--- src/rtl/piso_bit_serializer.sv ---
// Parallel-in/serial-out serializer with a one-entry holding buffer and an
// optional idle gap after each frame; feeds the serial sequence detector.
module piso_bit_serializer #(
  parameter int WIDTH      = 8,
  parameter int MSB_FIRST  = 1,
  parameter int IDLE_BIT   = 0,
  parameter int GAP_CYCLES = 0
) (
  input  logic             clk,
  input  logic             rst,
  input  logic [WIDTH-1:0] load_data,
  input  logic             load_valid,
  output logic             load_ready,
  output logic             ser_out,
  output logic             ser_valid,
  output logic             frame_done
);

  localparam int            CW       = $clog2(WIDTH);
  localparam logic [CW-1:0] LAST_BIT = CW'(WIDTH - 1);
  localparam logic [7:0]    GAP_LAST = 8'((GAP_CYCLES > 0) ? GAP_CYCLES - 1 : 0);
  localparam logic          HAS_GAP  = (GAP_CYCLES > 0);
  localparam logic          IDLE_LVL = 1'(IDLE_BIT);

  typedef enum logic [1:0] {IDLE, SHIFT, GAP} state_t;

  state_t           state, state_nxt;
  logic [CW-1:0]    bit_cnt;
  logic [7:0]       gap_cnt;
  logic [WIDTH-1:0] shreg;
  logic [WIDTH-1:0] buf_data;
  logic             buf_full;

  logic             accept;
  logic             end_frame;
  logic             end_gap;
  logic             slot_free;
  logic             load_sr;
  logic             buf_fill;
  logic             buf_drain;
  logic [WIDTH-1:0] sr_word;
  logic [WIDTH-1:0] sr_ord;

  // Words are normalised so the next bit to transmit is always the MSB.
  function automatic logic [WIDTH-1:0] order_word(input logic [WIDTH-1:0] w);
    logic [WIDTH-1:0] r;
    if (MSB_FIRST != 0) begin
      r = w;
    end else begin
      for (int i = 0; i < WIDTH; i++) r[i] = w[WIDTH-1-i];
    end
    return r;
  endfunction

  assign load_ready = !buf_full;
  assign accept     = load_valid && !buf_full;
  assign end_frame  = (state == SHIFT) && (bit_cnt == LAST_BIT);
  assign end_gap    = (state == GAP) && (gap_cnt == GAP_LAST);
  // A slot is free when the shift register can take a word on this edge.
  assign slot_free  = (state == IDLE) || (end_frame && !HAS_GAP) || end_gap;
  assign sr_ord     = order_word(sr_word);

  always_ff @(posedge clk or negedge rst) begin
    if (!rst) state <= IDLE;
    else      state <= state_nxt;
  end

  always_comb begin
    state_nxt = state;
    load_sr   = 1'b0;
    buf_fill  = 1'b0;
    buf_drain = 1'b0;
    sr_word   = load_data;
    if (slot_free) begin
      if (buf_full) begin
        load_sr   = 1'b1;
        buf_drain = 1'b1;
        sr_word   = buf_data;
      end else if (accept) begin
        load_sr = 1'b1;
      end
    end else if (accept) begin
      buf_fill = 1'b1;
    end
    case (state)
      IDLE: begin
        if (load_sr) state_nxt = SHIFT;
      end
      SHIFT: begin
        if (end_frame) begin
          if (HAS_GAP)      state_nxt = GAP;
          else if (load_sr) state_nxt = SHIFT;
          else              state_nxt = IDLE;
        end
      end
      GAP: begin
        if (end_gap) state_nxt = load_sr ? SHIFT : IDLE;
      end
      default: state_nxt = IDLE;
    endcase
  end

  // Control and registered outputs: reset to the idle line condition.
  always_ff @(posedge clk or negedge rst) begin
    if (!rst) begin
      bit_cnt    <= '0;
      gap_cnt    <= '0;
      buf_full   <= 1'b0;
      ser_out    <= IDLE_LVL;
      ser_valid  <= 1'b0;
      frame_done <= 1'b0;
    end else begin
      if (load_sr || end_frame) bit_cnt <= '0;
      else if (state == SHIFT)  bit_cnt <= bit_cnt + 1'b1;

      if ((state == GAP) && !end_gap) gap_cnt <= gap_cnt + 8'd1;
      else                            gap_cnt <= 8'd0;

      if (buf_fill)       buf_full <= 1'b1;
      else if (buf_drain) buf_full <= 1'b0;

      ser_valid  <= (state_nxt == SHIFT);
      frame_done <= !load_sr && (state == SHIFT) && !end_frame &&
                    (bit_cnt == LAST_BIT - 1'b1);

      if (load_sr)                 ser_out <= sr_ord[WIDTH-1];
      else if (state_nxt == SHIFT) ser_out <= shreg[WIDTH-1];
      else                         ser_out <= IDLE_LVL;
    end
  end

  // Data registers carry no reset; they are only read once qualified.
  always_ff @(posedge clk) begin
    if (load_sr)             shreg <= sr_ord << 1;
    else if (state == SHIFT) shreg <= shreg << 1;
    if (buf_fill) buf_data <= load_data;
  end

endmodule

--- config.mk ---
export PLATFORM = sky130hd
export DESIGN_NAME = piso_bit_serializer
export DESIGN_NICKNAME = d
export VERILOG_FILES = /design/src/rtl/piso_bit_serializer.sv
export SDC_FILE = /design/constraint.sdc
export NUM_CORES = 1
export LEC_CHECK = 0
export ABC_CLOCK_PERIOD_IN_PS = 4070
export CORE_UTILIZATION = 55
export CTS_BUF_LIST = sky130_fd_sc_hd__clkbuf_2 sky130_fd_sc_hd__clkbuf_4 sky130_fd_sc_hd__clkbuf_8
export CTS_CLUSTER_DIAMETER = 40
export CTS_CLUSTER_SIZE = 10
export DETAILED_ROUTE_END_ITERATION = 16
export HOLD_SLACK_MARGIN = 0.03
export PLACE_DENSITY_LB_ADDON = 0.1
export SYNTH_ARGS = -nofsm -noshare
export SYNTH_HDL_FRONTEND = slang
export SYNTH_SLANG_ARGS = --single-unit
--- constraint.sdc ---
create_clock -name clk -period 4.07 [get_ports clk]
set_clock_uncertainty 0.05 [all_clocks]
set_input_delay 0.6105 -clock clk [delete_from_list [all_inputs] [get_ports clk]]
set_output_delay 0.6105 -clock clk [all_outputs]
set_load 0.1 [all_outputs]
==> results.txt, run 1 <==
Die Area: 2830 um2
Setup crit start kind: flip-flop
Critical path peak fanout: 12
RSZ-0062 raised after global routing: no
Total GRT Usage: 23.2%
Post-CTS Hold Fix Bufs: 0
Fin util: 66.7%
Element type at the critical path end: primary output
Die Y: 53.2 um
Share of flip-flops with an asynchronous set or reset: 53.1%
Port Buf Inserts: 14
Fillers: 202
Die X: 53.2 um
Fin. max-slew vios: 0
Post-Layout Cell Count: 169
Number of H-tree levels: 2
Crit path time final: 2.77 ns
Gpl congestion: 0.775
Clock sinks: 32
Skew-Pair Late Insertion Delay: 0.34 ns
IO Count: 15
R2R Setup Slk: 1.69 ns
Leak: 0.699 nW
Reg-to-Reg Start: bit_cnt[0]
Max rail drop VDD: 601 uV
Slew @ Worst Pin: 0.961 ns
CTS tree: done
Dpl cells: 161
Diodes inserted: 0
FF-to-FF End: buf_data[6]
Final Hold Viols: 0
Starting Density: 58.3%
Pwr dens: 639 nW/um2
DRC Markers: 0
Post-Syn Area per Cell: 11.9 um2
Unique masters post-synth: 29
Row count: 18
Total power: 0.00106 W
CTS resizes: 0
Crit path required time: 3.41 ns
Mapped Area: 1440 um2
DR iter-0 viols: 33
Global-route wire length before repair: 4440 um
Root buf cell: clkbuf_4
Register bit total from synthesis: 32
Crit path DAT: 2.11 ns
CTS max path bufs: 2
EDFF count, synth: 15
Synth Flop Type: dfrtp_1
Max frequency: 0.361 GHz
Antenna violations before repair: 0
Antenna-violating nets left: 0
Setup TNS: 0 ns
Syn-to-layout area delta: 14.4%
Share of cells above drive strength 1: 10.8%
DR WL/cell: 15.4 um
Syn. warnings: 0
Vias in the first global route: 956
Max Cap Viol: 0
Crit path cell chain: inv_1 -> clkdlybuf4s50_1
Tcrit/Tclk final: 68.0%
Cts bufs inserted: 5
Clock-pin slew on the worst setup and hold paths: 0.11 ns
Worst Reg-to-Reg Cells: 5
Critical path origin: buf_full
Post-CTS setup buffers: 0
Largest net degree at the start of global routing: 18
Post-synthesis sequential area ratio: 60.7%
CP Capture Point: load_ready
DR pass1 iterations: 4
Post-layout nets: 154
Critical path type: reg -> out
Via Count: 984
Vias per cell: 5.82
Hold crit path type: reg -> reg
Core area: 2480 um2
Max stage delay on crit path: 1.13 ns
Overflow after GRT: 0
Slowest stage cell, crit path: clkdlybuf4s50_1
DP Wirelength: 1860 um
Syn_nets: 137
Status: completed
Setup violations, final: 0
Syn Inst Count: 121
Slew headroom: 35.7%
Routed wire length: 2600 um
[cell usage in the layout (no fill, tap or decap)]
cell type | netlist | layout
clkbuf_4 | 0 | 5
nor2_1 | 12 | 12
o21ai_0 | 8 | 8
o22ai_1 | 2 | 2
nand2b_1 | 1 | 1
xnor2_1 | 1 | 1
a21oi_1 | 1 | 1
and3_1 | 4 | 4
nor2b_1 | 1 | 1
nand3_1 | 23 | 23
a22oi_1 | 2 | 2
edfxtp_1 | 15 | 15
and2_2 | 1 | 1
a22o_1 | 2 | 2
inv_2 | 1 | 1
nand2_1 | 2 | 2
clkdlybuf4s50_1 | 0 | 14
nor4_4 | 1 | 1
o31ai_1 | 1 | 1
a311o_2 | 1 | 1
inv_1 | 7 | 7
xor2_1 | 5 | 5
nor4b_4 | 1 | 1
clkbuf_8 | 0 | 1
ha_1 | 5 | 5
and2_1 | 1 | 1
a21o_2 | 1 | 1
dfrtp_1 | 17 | 17
clkinv_2 | 0 | 2
a22o_2 | 1 | 1
[where the power goes]
group	total (W)	switching [W]	internal, W
Sequential	0.000487	0.0000477	0.000439
Combinational	0.000378	0.000257	0.000121
Clock	0.000191	0.000109	0.0000821
[per-stage QoR]
stage,worst slack [ns],hold WS [ns],instance area [um2]
final,1.30,0.426,1650
after global routing,1.22,0.448,1650
after CTS,1.30,0.431,1650
after detailed placement,1.68,0.417,1590
after global placement,1.69,0.408,1590
after floorplan,2.20,0.265,1440
[state kept, by name, summed over array words and instances, names as in the netlist, 2 cells and up]
| name | flops |
|---|---|
| shreg | 7 |
| bit_cnt | 3 |
| buf_data | 8 |
| state | 2 |
| gap_cnt | 8 |
[final cells by class]
| type | instances | area, um2 | share of cell area (%) |
|---|---|---|---|
| Sequential cell | 32 | 876 | 53.0 |
| Multi-Input combinational cell | 77 | 507 | 30.7 |
| Timing Repair Buffer | 14 | 140 | 8.48 |
| Clock buffer | 6 | 51.3 | 3.11 |
| Tap cell | 30 | 37.5 | 2.27 |
| Inverter | 8 | 30.0 | 1.82 |
| Clock inverter | 2 | 10.0 | 0.606 |
[critical path: cells and delay by family, from the launching register on]
family | cells | cell delay, ns
flops | 1 | 0.52
buf+inv | 2 | 1.25
[worst min-delay path by stage]
stage	from	end	cells past startpoint
floorplan	rst	bit_cnt[0]	0
global placement	shreg[7]	ser_out	2
detailed placement	shreg[7]	ser_out	2
CTS	shreg[7]	ser_out	2
global route	shreg[7]	ser_out	2
finish	shreg[7]	ser_out	2
[layer usage]
| metal | vias to the layer above | GRT usage (%) | part of all wire [%] |
|---|---|---|---|
| met5 | - | 0 | 0 |
| li1 | 469 | - | - |
| met2 | 32 | 34.6 | 45 |
| met4 | 0 | 8.77 | 2.1 |
| met3 | 8 | 8.33 | 6.4 |
| met1 | 475 | 30.6 | 47 |
[logic make-up (layout without fill, tap and decap cells)]
family                     after synthesis  after routing  share of synthesized area [%]
xor gates and xnor gates                 6              6                           3.64
DFF                                     32             32                           60.7
AOI/OAI and AO/OA                       19             19                           8.84
buffers and inverters                   12             30                           4.25
adders and majority gates                5              5                           4.33
and+or+nand+nor                         47             47                           18.3
[cells in the mapped netlist, types with 2 or more instances]
library cell / instances / area share (%)
a22oi_1: 2 / 1.0
nand3_1: 23 / 8.0
nand2_1: 2 / 0.52
nor2_1: 12 / 3.1
a22o_1: 2 / 1.2
buf_6: 2 / 1.6
xor2_1: 5 / 3.0
edfxtp_1: 15 / 31
and3_1: 4 / 1.7
o21ai_0: 8 / 2.8
o22ai_1: 2 / 0.87
dfrtp_1: 17 / 29
inv_1: 7 / 1.8
ha_1: 5 / 4.3
(Power assumes the default switching activity.)
==> run 2, diff against run 1 <==
--- a/config.mk
+++ b/config.mk
@@ -5,7 +5,7 @@
 export SDC_FILE = /design/constraint.sdc
 export NUM_CORES = 1
 export LEC_CHECK = 0
-export ABC_CLOCK_PERIOD_IN_PS = 4070
+export ABC_CLOCK_PERIOD_IN_PS = 2800
 export CORE_UTILIZATION = 55
 export CTS_BUF_LIST = sky130_fd_sc_hd__clkbuf_2 sky130_fd_sc_hd__clkbuf_4 sky130_fd_sc_hd__clkbuf_8
 export CTS_CLUSTER_DIAMETER = 40
==> constraint.sdc (replaced) <==
create_clock -name clk -period 2.8 [get_ports clk]
set_clock_uncertainty 0.05 [all_clocks]
set_input_delay 0.42 -clock clk [delete_from_list [all_inputs] [get_ports clk]]
set_output_delay 0.42 -clock clk [all_outputs]
set_load 0.1 [all_outputs]
==> results.txt, run 2 (same netlist as run 1, synthesis figures left out) <==
Status: completed
Max frequency: 0.426 GHz
Post-CTS setup buffers: 0
Setup TNS: 0 ns
Syn-to-layout area delta: 14.3%
Max Cap Viol: 0
Antenna-violating nets left: 0
Post-route cell area: 1650 um2
CTS tree: done
Routed wire length: 2660 um
Switch share: 38.9%
Slew headroom: 50.9%
Share of cells above drive strength 1: 13.6%
DR WL/cell: 15.6 um
Total GRT Usage: 22.1%
CTS resizes: 0
Starting Density: 58.3%
Hold crit path type: reg -> reg
Setup violations, final: 0
Slew @ Worst Pin: 0.734 ns
Final Hold Viols: 0
Critical path peak fanout: 11
Setup crit start kind: flip-flop
Post-CTS Hold Fix Bufs: 0
Die Y: 53.2 um
Diodes inserted: 0
Clk pwr share: 18.2%
Critical path type: reg -> reg
Tcrit/Tclk final: 83.8%
Global-route wire length before repair: 4200 um
DR iter-0 viols: 22
Vias in the first global route: 888
Sequential power share: 46.1%
Fillers: 211
Number of H-tree levels: 2
Antenna violations before repair: 0
Psw: 0.000600 W
Gate power share: 35.7%
Vias per cell: 5.64
Largest registers: buf_data (8), gap_cnt (8), shreg (7)
Commonest non-fill, non-tap cell in the layout: nand3_1
IO Count: 15
Skew-Pair Late Insertion Delay: 0.33 ns
DR pass1 iterations: 4
Clock-pin slew on the worst setup and hold paths: 0.10 ns
Overflow after GRT: 0
Core area: 2480 um2
Fin. max-slew vios: 0
Gpl congestion: 0.764
Row count: 18
Crit path time final: 2.35 ns
Crit path required time: 2.77 ns
Crit path DAT: 2.32 ns
Post-layout nets: 155
Pwr dens: 933 nW/um2
Clock sinks: 32
Max rail drop VDD: 841 uV
Element type at the critical path end: flip-flop
Leak: 0.706 nW
Pint: 0.000940 W
Post-DP Area: 1590 um2
RSZ-0062 raised after global routing: no
CTS max path bufs: 2
Via Count: 959
Cts bufs inserted: 5
Die X: 53.2 um
Root buf cell: clkbuf_4
Port Buf Inserts: 14
Die Area: 2830 um2
DP Wirelength: 1930 um
DRC Markers: 0
Largest net degree at the start of global routing: 18
Most frequent cells in the layout: nand3_1 (23), dfrtp_1 (17), edfxtp_1 (15)
run 2: changes by cell type in the layout (fill, tap and decap cells not counted), sizes merged:
cell | previous run | this run
buf | 0 | 5
clkdlybuf4s50 | 14 | 10
clkbuf | 6 | 7
clkinv | 2 | 1
run 2: final cells by class:
class / instances / area (um2) / share of cell area (%)
Inverter: 8 / 30.0 / 1.82
Tap cell: 30 / 37.5 / 2.27
Multi-Input combinational cell: 77 / 507 / 30.7
Timing Repair Buffer: 15 / 138 / 8.34
Sequential cell: 32 / 876 / 53.1
Clock inverter: 1 / 3.75 / 0.227
Clock buffer: 7 / 58.8 / 3.56
run 2: metrics by stage:
stage               util [%]  power, W  worst slack (ns)  hold slack (ns)  cells
global route            66.6   0.00163             0.323            0.438    170
detailed placement      64.1   0.00127             0.460            0.398    162
floorplan                  -   0.00116             0.933           0.0744    121
CTS                     66.6   0.00154             0.455            0.421    170
finish                  66.6   0.00154             0.455            0.423    170
global placement        64.1   0.00125             0.548            0.407    162
run 2: final timing paths:
kind,start,end,slack (ns),cells after the start
min in group asynchronous,rst,ser_valid,0.47,1
setup / recovery,bit_cnt[0],buf_data[1],0.45,5
setup reg to reg,bit_cnt[0],buf_data[1],0.45,5
hold reg to reg,shreg[7],ser_out,0.42,2
hold / removal,shreg[7],ser_out,0.42,2
max in group asynchronous,rst,bit_cnt[1],1.76,1
run 2: critical path: stages, from the launching register on:
cell and delay, ns:
dfrtp_1 0.39, ha_1 0.20, ha_1 0.17, nand2b_1 0.19
a22oi_1 0.63, and2_2 0.41
run 2: routing by layer:
layer / GRT usage (%) / routed length (um)
met3: 6.03 / 118
met5: 0 / 0
met2: 31.3 / 1210
met1: 30.3 / 1290
met4: 11.8 / 42
run 2: power by group through the flow:
stage          Sequential, W  Clock (W)  Combinational [W]
3_5_place_dp        0.000722          0           0.000549
5_1_grt             0.000724   0.000302           0.000602
4_1_cts             0.000712   0.000281           0.000551
6_report            0.000710   0.000280           0.000550
2_1_floorplan       0.000787          0           0.000369
3_3_place_gp        0.000716          0           0.000534
==> variant 1, RTL diff (settings of run 1) <==
The 3 states of `state_t` get a one-hot encoding in 3 bits.
--- a/src/rtl/piso_bit_serializer.sv
+++ b/src/rtl/piso_bit_serializer.sv
@@ -23,5 +23,5 @@
   localparam logic          IDLE_LVL = 1'(IDLE_BIT);
 
-  typedef enum logic [1:0] {IDLE, SHIFT, GAP} state_t;
+  typedef enum logic [2:0] {IDLE = 3'b001, SHIFT = 3'b010, GAP = 3'b100} state_t;
 
   state_t           state, state_nxt;
Formal check against the unedited RTL: same outputs for any inputs over 10 cycles, from zero or initial values and one cycle with rst low; not proved beyond that.
==> variant 1 against run 1 <==
- sequential cell count increased by 1
- worst setup slack got worse by 0.047 ns
- design area increased by 6.2%
- non-clock buffer count unchanged
- synthesized area increased by 6.7%
- combinational power increased by 15%
- sequential share of layout area decreased by 1.6 points
- total power increased by 8.9%
- wire length increased by 4.1%
- synthesized cell count increased by 0.83%
- critical endpoint unchanged
- highest routed layer unchanged
==> variant 1: results <==
routing:
  routedWlPerCell_um: 15.8
  vias_per_cell: 5.63
  drtIter0Drc: 24
  first_pass_iters: 5
clocking:
  cts_made_buffers: 5
timing:
  slew_headroom_pct: 20.8
  fin_hold_ws_ns: 0.455
place:
  place_area_um2: 1700
  gp_congestion: 0.769
  dp_hpwl_um: 1930
grt:
  track_usage_pct: 21.5
  grt_pass1_wl_um: 4200
  grt_max_degree: 19
power:
  p_sw_share_pct: 37.2
  p_leak_nw: 0.728
  ir_drop_mv: 0.495
worst_setup_path:
  timing.rr.start: "bit_cnt[0]"
  worstRegToRegCells: 6
  timing.rr.end: "buf_data[7]"
  crit_arrival_ns: 2.16
  ff2ff_setup_slack_ns: 1.29
logic_synthesis:
  async_reset_ff_share_pct: 54.5
  netlist-cell-type-count: 34
  synth.avg_cell_area_um2: 12.6
  ys_top_cells_by_count: "dfrtp_1, edfxtp_1, nor2_1"
  synth.area.top_cells: "edfxtp_1, dfrtp_1, mux2_2"
  synth_nets: 138
outcome:
  status: "finished clean"
cells_and_area:
  drive_gt1_share_pct: 21.3
  stdcell_count: 171
  nNetsFinal: 156
min_path:
  holdCritStartpoint: "gap_cnt[0]"
[variant 1: layout make-up]
type | instances | area, um^2 | share of cell area [%]
flip-flops and latches | 33 | 902 | 51.4
multi-input cells | 79 | 593 | 33.8
repair buffers | 14 | 140 | 7.99
clock buffers | 6 | 45.0 | 2.57
well taps | 30 | 37.5 | 2.14
inverters | 7 | 26.3 | 1.50
clock inverters | 2 | 10.0 | 0.571
[variant 1: cells by family (layout without fill, tap and decap cells)]
logic type	count (synthesis)	count (layout)	share of synthesized area [%]
muxes	14	14	10.1
and+or+nand+nor	39	39	13.6
AOI/OAI and AO/OA	15	15	7.39
adders and majority gates	5	5	4.06
buffers and inverters	10	29	2.92
DFF	33	33	58.6
xor gates and xnor gates	6	6	3.41
[variant 1: how the worst max path moves through the flow]
stage / from / to / slack (ns) / cells past startpoint
finish: buf_full / load_ready / 1.25 / 2
global route: bit_cnt[0] / buf_data[7] / 1.09 / 6
CTS: buf_full / load_ready / 1.24 / 2
detailed placement: bit_cnt[0] / buf_data[2] / 1.32 / 6
global placement: bit_cnt[0] / buf_data[2] / 1.45 / 6
floorplan: bit_cnt[0] / buf_data[0] / 1.68 / 6
[variant 1: per-layer routing]
| layer | global-route usage (%) | up-vias | wire, um |
|---|---|---|---|
| li1 | - | 471 | - |
| met1 | 29.4 | 452 | 1290 |
| met2 | 29.1 | 33 | 1140 |
| met3 | 9.84 | 7 | 196 |
| met4 | 9.58 | 0 | 75 |
| met5 | 0 | - | 0 |
[variant 1: power groups by stage]
stage	registers, mW	clock network, mW	logic, mW
after floorplan	0.574	0	0.302
final	0.532	0.183	0.434
after global routing	0.544	0.204	0.474
after CTS	0.533	0.190	0.435
after detailed placement	0.539	0	0.432
after global placement	0.533	0	0.422
==> variant 2, RTL diff (settings of run 1) <==
Without the edit above. The parameter `WIDTH` goes from 8 to 32.
--- a/src/rtl/piso_bit_serializer.sv
+++ b/src/rtl/piso_bit_serializer.sv
@@ -2,5 +2,5 @@
 // optional idle gap after each frame; feeds the serial sequence detector.
 module piso_bit_serializer #(
-  parameter int WIDTH      = 8,
+  parameter int WIDTH      = 32,
   parameter int MSB_FIRST  = 1,
   parameter int IDLE_BIT   = 0,
Interface: changed (resized load_data); port bits go from 15 to 39. The function was not compared with the original's and may differ.
==> variant 2 against run 1 <==
- critical path depth is the same
- worst setup slack gained 0.15 ns
- die area grew 140%
- synthesized area grew 140%
- total power grew 49%
- sequential cell count grew 50
- wire length grew to 2.6 times the old value
- design area grew to 2.5 times the old value
- final cell count grew 140%
- critical path type unchanged
- largest cell class unchanged
- largest power group unchanged
==> variant 2: results <==
outcome:
  status: "finished clean"
cells_and_area:
  final-nonclk-buf-share_pct: 10.0
  drive_gt1_share_pct: 8.48
  top_regs: "buf_data: 32 flops, shreg: 31 flops, gap_cnt: 8 flops"
  nNetsFinal: 365
  stdcell_count: 405
  finish.instance_area_um2: 4160
  seqAreaFraction_pct: 56.9
  clk_share_pct: 5.23
  fillers: 478
  multi_input_area_um2: 1040
  num-nonclk-inverters: 7
power:
  p_int_mw: 1.27
  ir_drop_mv: 0.276
  p_leak_nw: 1.59
  clock_power_share_pct: 40.5
  power.density_nw_per_um2: 379
place:
  port-buffer-count: 38
  gp_congestion: 0.761
  place_area_um2: 3940
  dp_hpwl_um: 3930
  preCtsSetupSlack_ns: 1.21
  dp.cells: 389
routing:
  wl_met1_um: 3180
  vias: 2366
  wl_um: 6670
  route.top_layer_used: "met4"
  routed-wl-met2_um: 3190
  route.met3.wl_um: 183
logic_synthesis:
  ys_seq_area_share_pct: 67.3
  netlist-cell-type-count: 32
  ys_top_cells_by_count: "nand3_1, edfxtp_1, o21ai_0"
  synth-seq-cells: 82
  async_reset_ff_share_pct: 23.2
  synth.area.top_cells: "edfxtp_1, nand3_1, dfrtp_1"
  synth_edf_count: 63
  syn_inst: 291
  synth_nets: 331
grt:
  grt_util_met1_pct: 31.2
  globalRouteMet2Util_pct: 33.6
  track_usage_pct: 22.3
  grt_pass1_vias: 2207
  met3_usage_pct: 3.78
  grt_pass1_wl_um: 10800
  grt_max_degree: 62
clocking:
  clk_pin_slew_ns: 0.08
  cts_made_buffers: 9
  cts_root_buffer: "clkbuf_8"
  cts_max_level: 3
  insertion_delay_ns: 0.34
  cts_resized: 0
die:
  rows: 28
worst_setup_path:
  crit_arrival_ns: 1.96
  crit_fanout: 2
timing:
  slew_headroom_pct: 29.6
  layout_setup_ws_ns: 1.45
variant 2: changes by cell type after synthesis, sizes merged, moves of 4 or more:
| cell | run 1 | this run |
|---|---|---|
| buf | 3 | 7 |
| nand3 | 23 | 96 |
| edfxtp | 15 | 63 |
| o21ai | 8 | 34 |
| clkbuf | 1 | 13 |
variant 2: kinds of logic after synthesis:
kind of cell	Yosys count	synth area share, %
flip-flops	82	67.3
buffers and inverters	27	3.31
AND/OR/NAND/NOR	123	18.1
adder cells (fa/ha/maj)	5	1.78
XOR/XNOR	7	1.74
AO/OA/AOI/OAI	47	7.69
variant 2: worst paths after layout:
kind,startpoint,to,slack [ns],cells after the start
setup reg to reg,bit_cnt[1],buf_data[21],1.49,6
setup / recovery,buf_full,load_ready,1.45,2
hold reg to reg,shreg[31],ser_out,0.45,2
hold / removal,shreg[31],ser_out,0.45,2
max in group asynchronous,rst,bit_cnt[2],2.72,1
min in group asynchronous,rst,gap_cnt[3],0.70,1
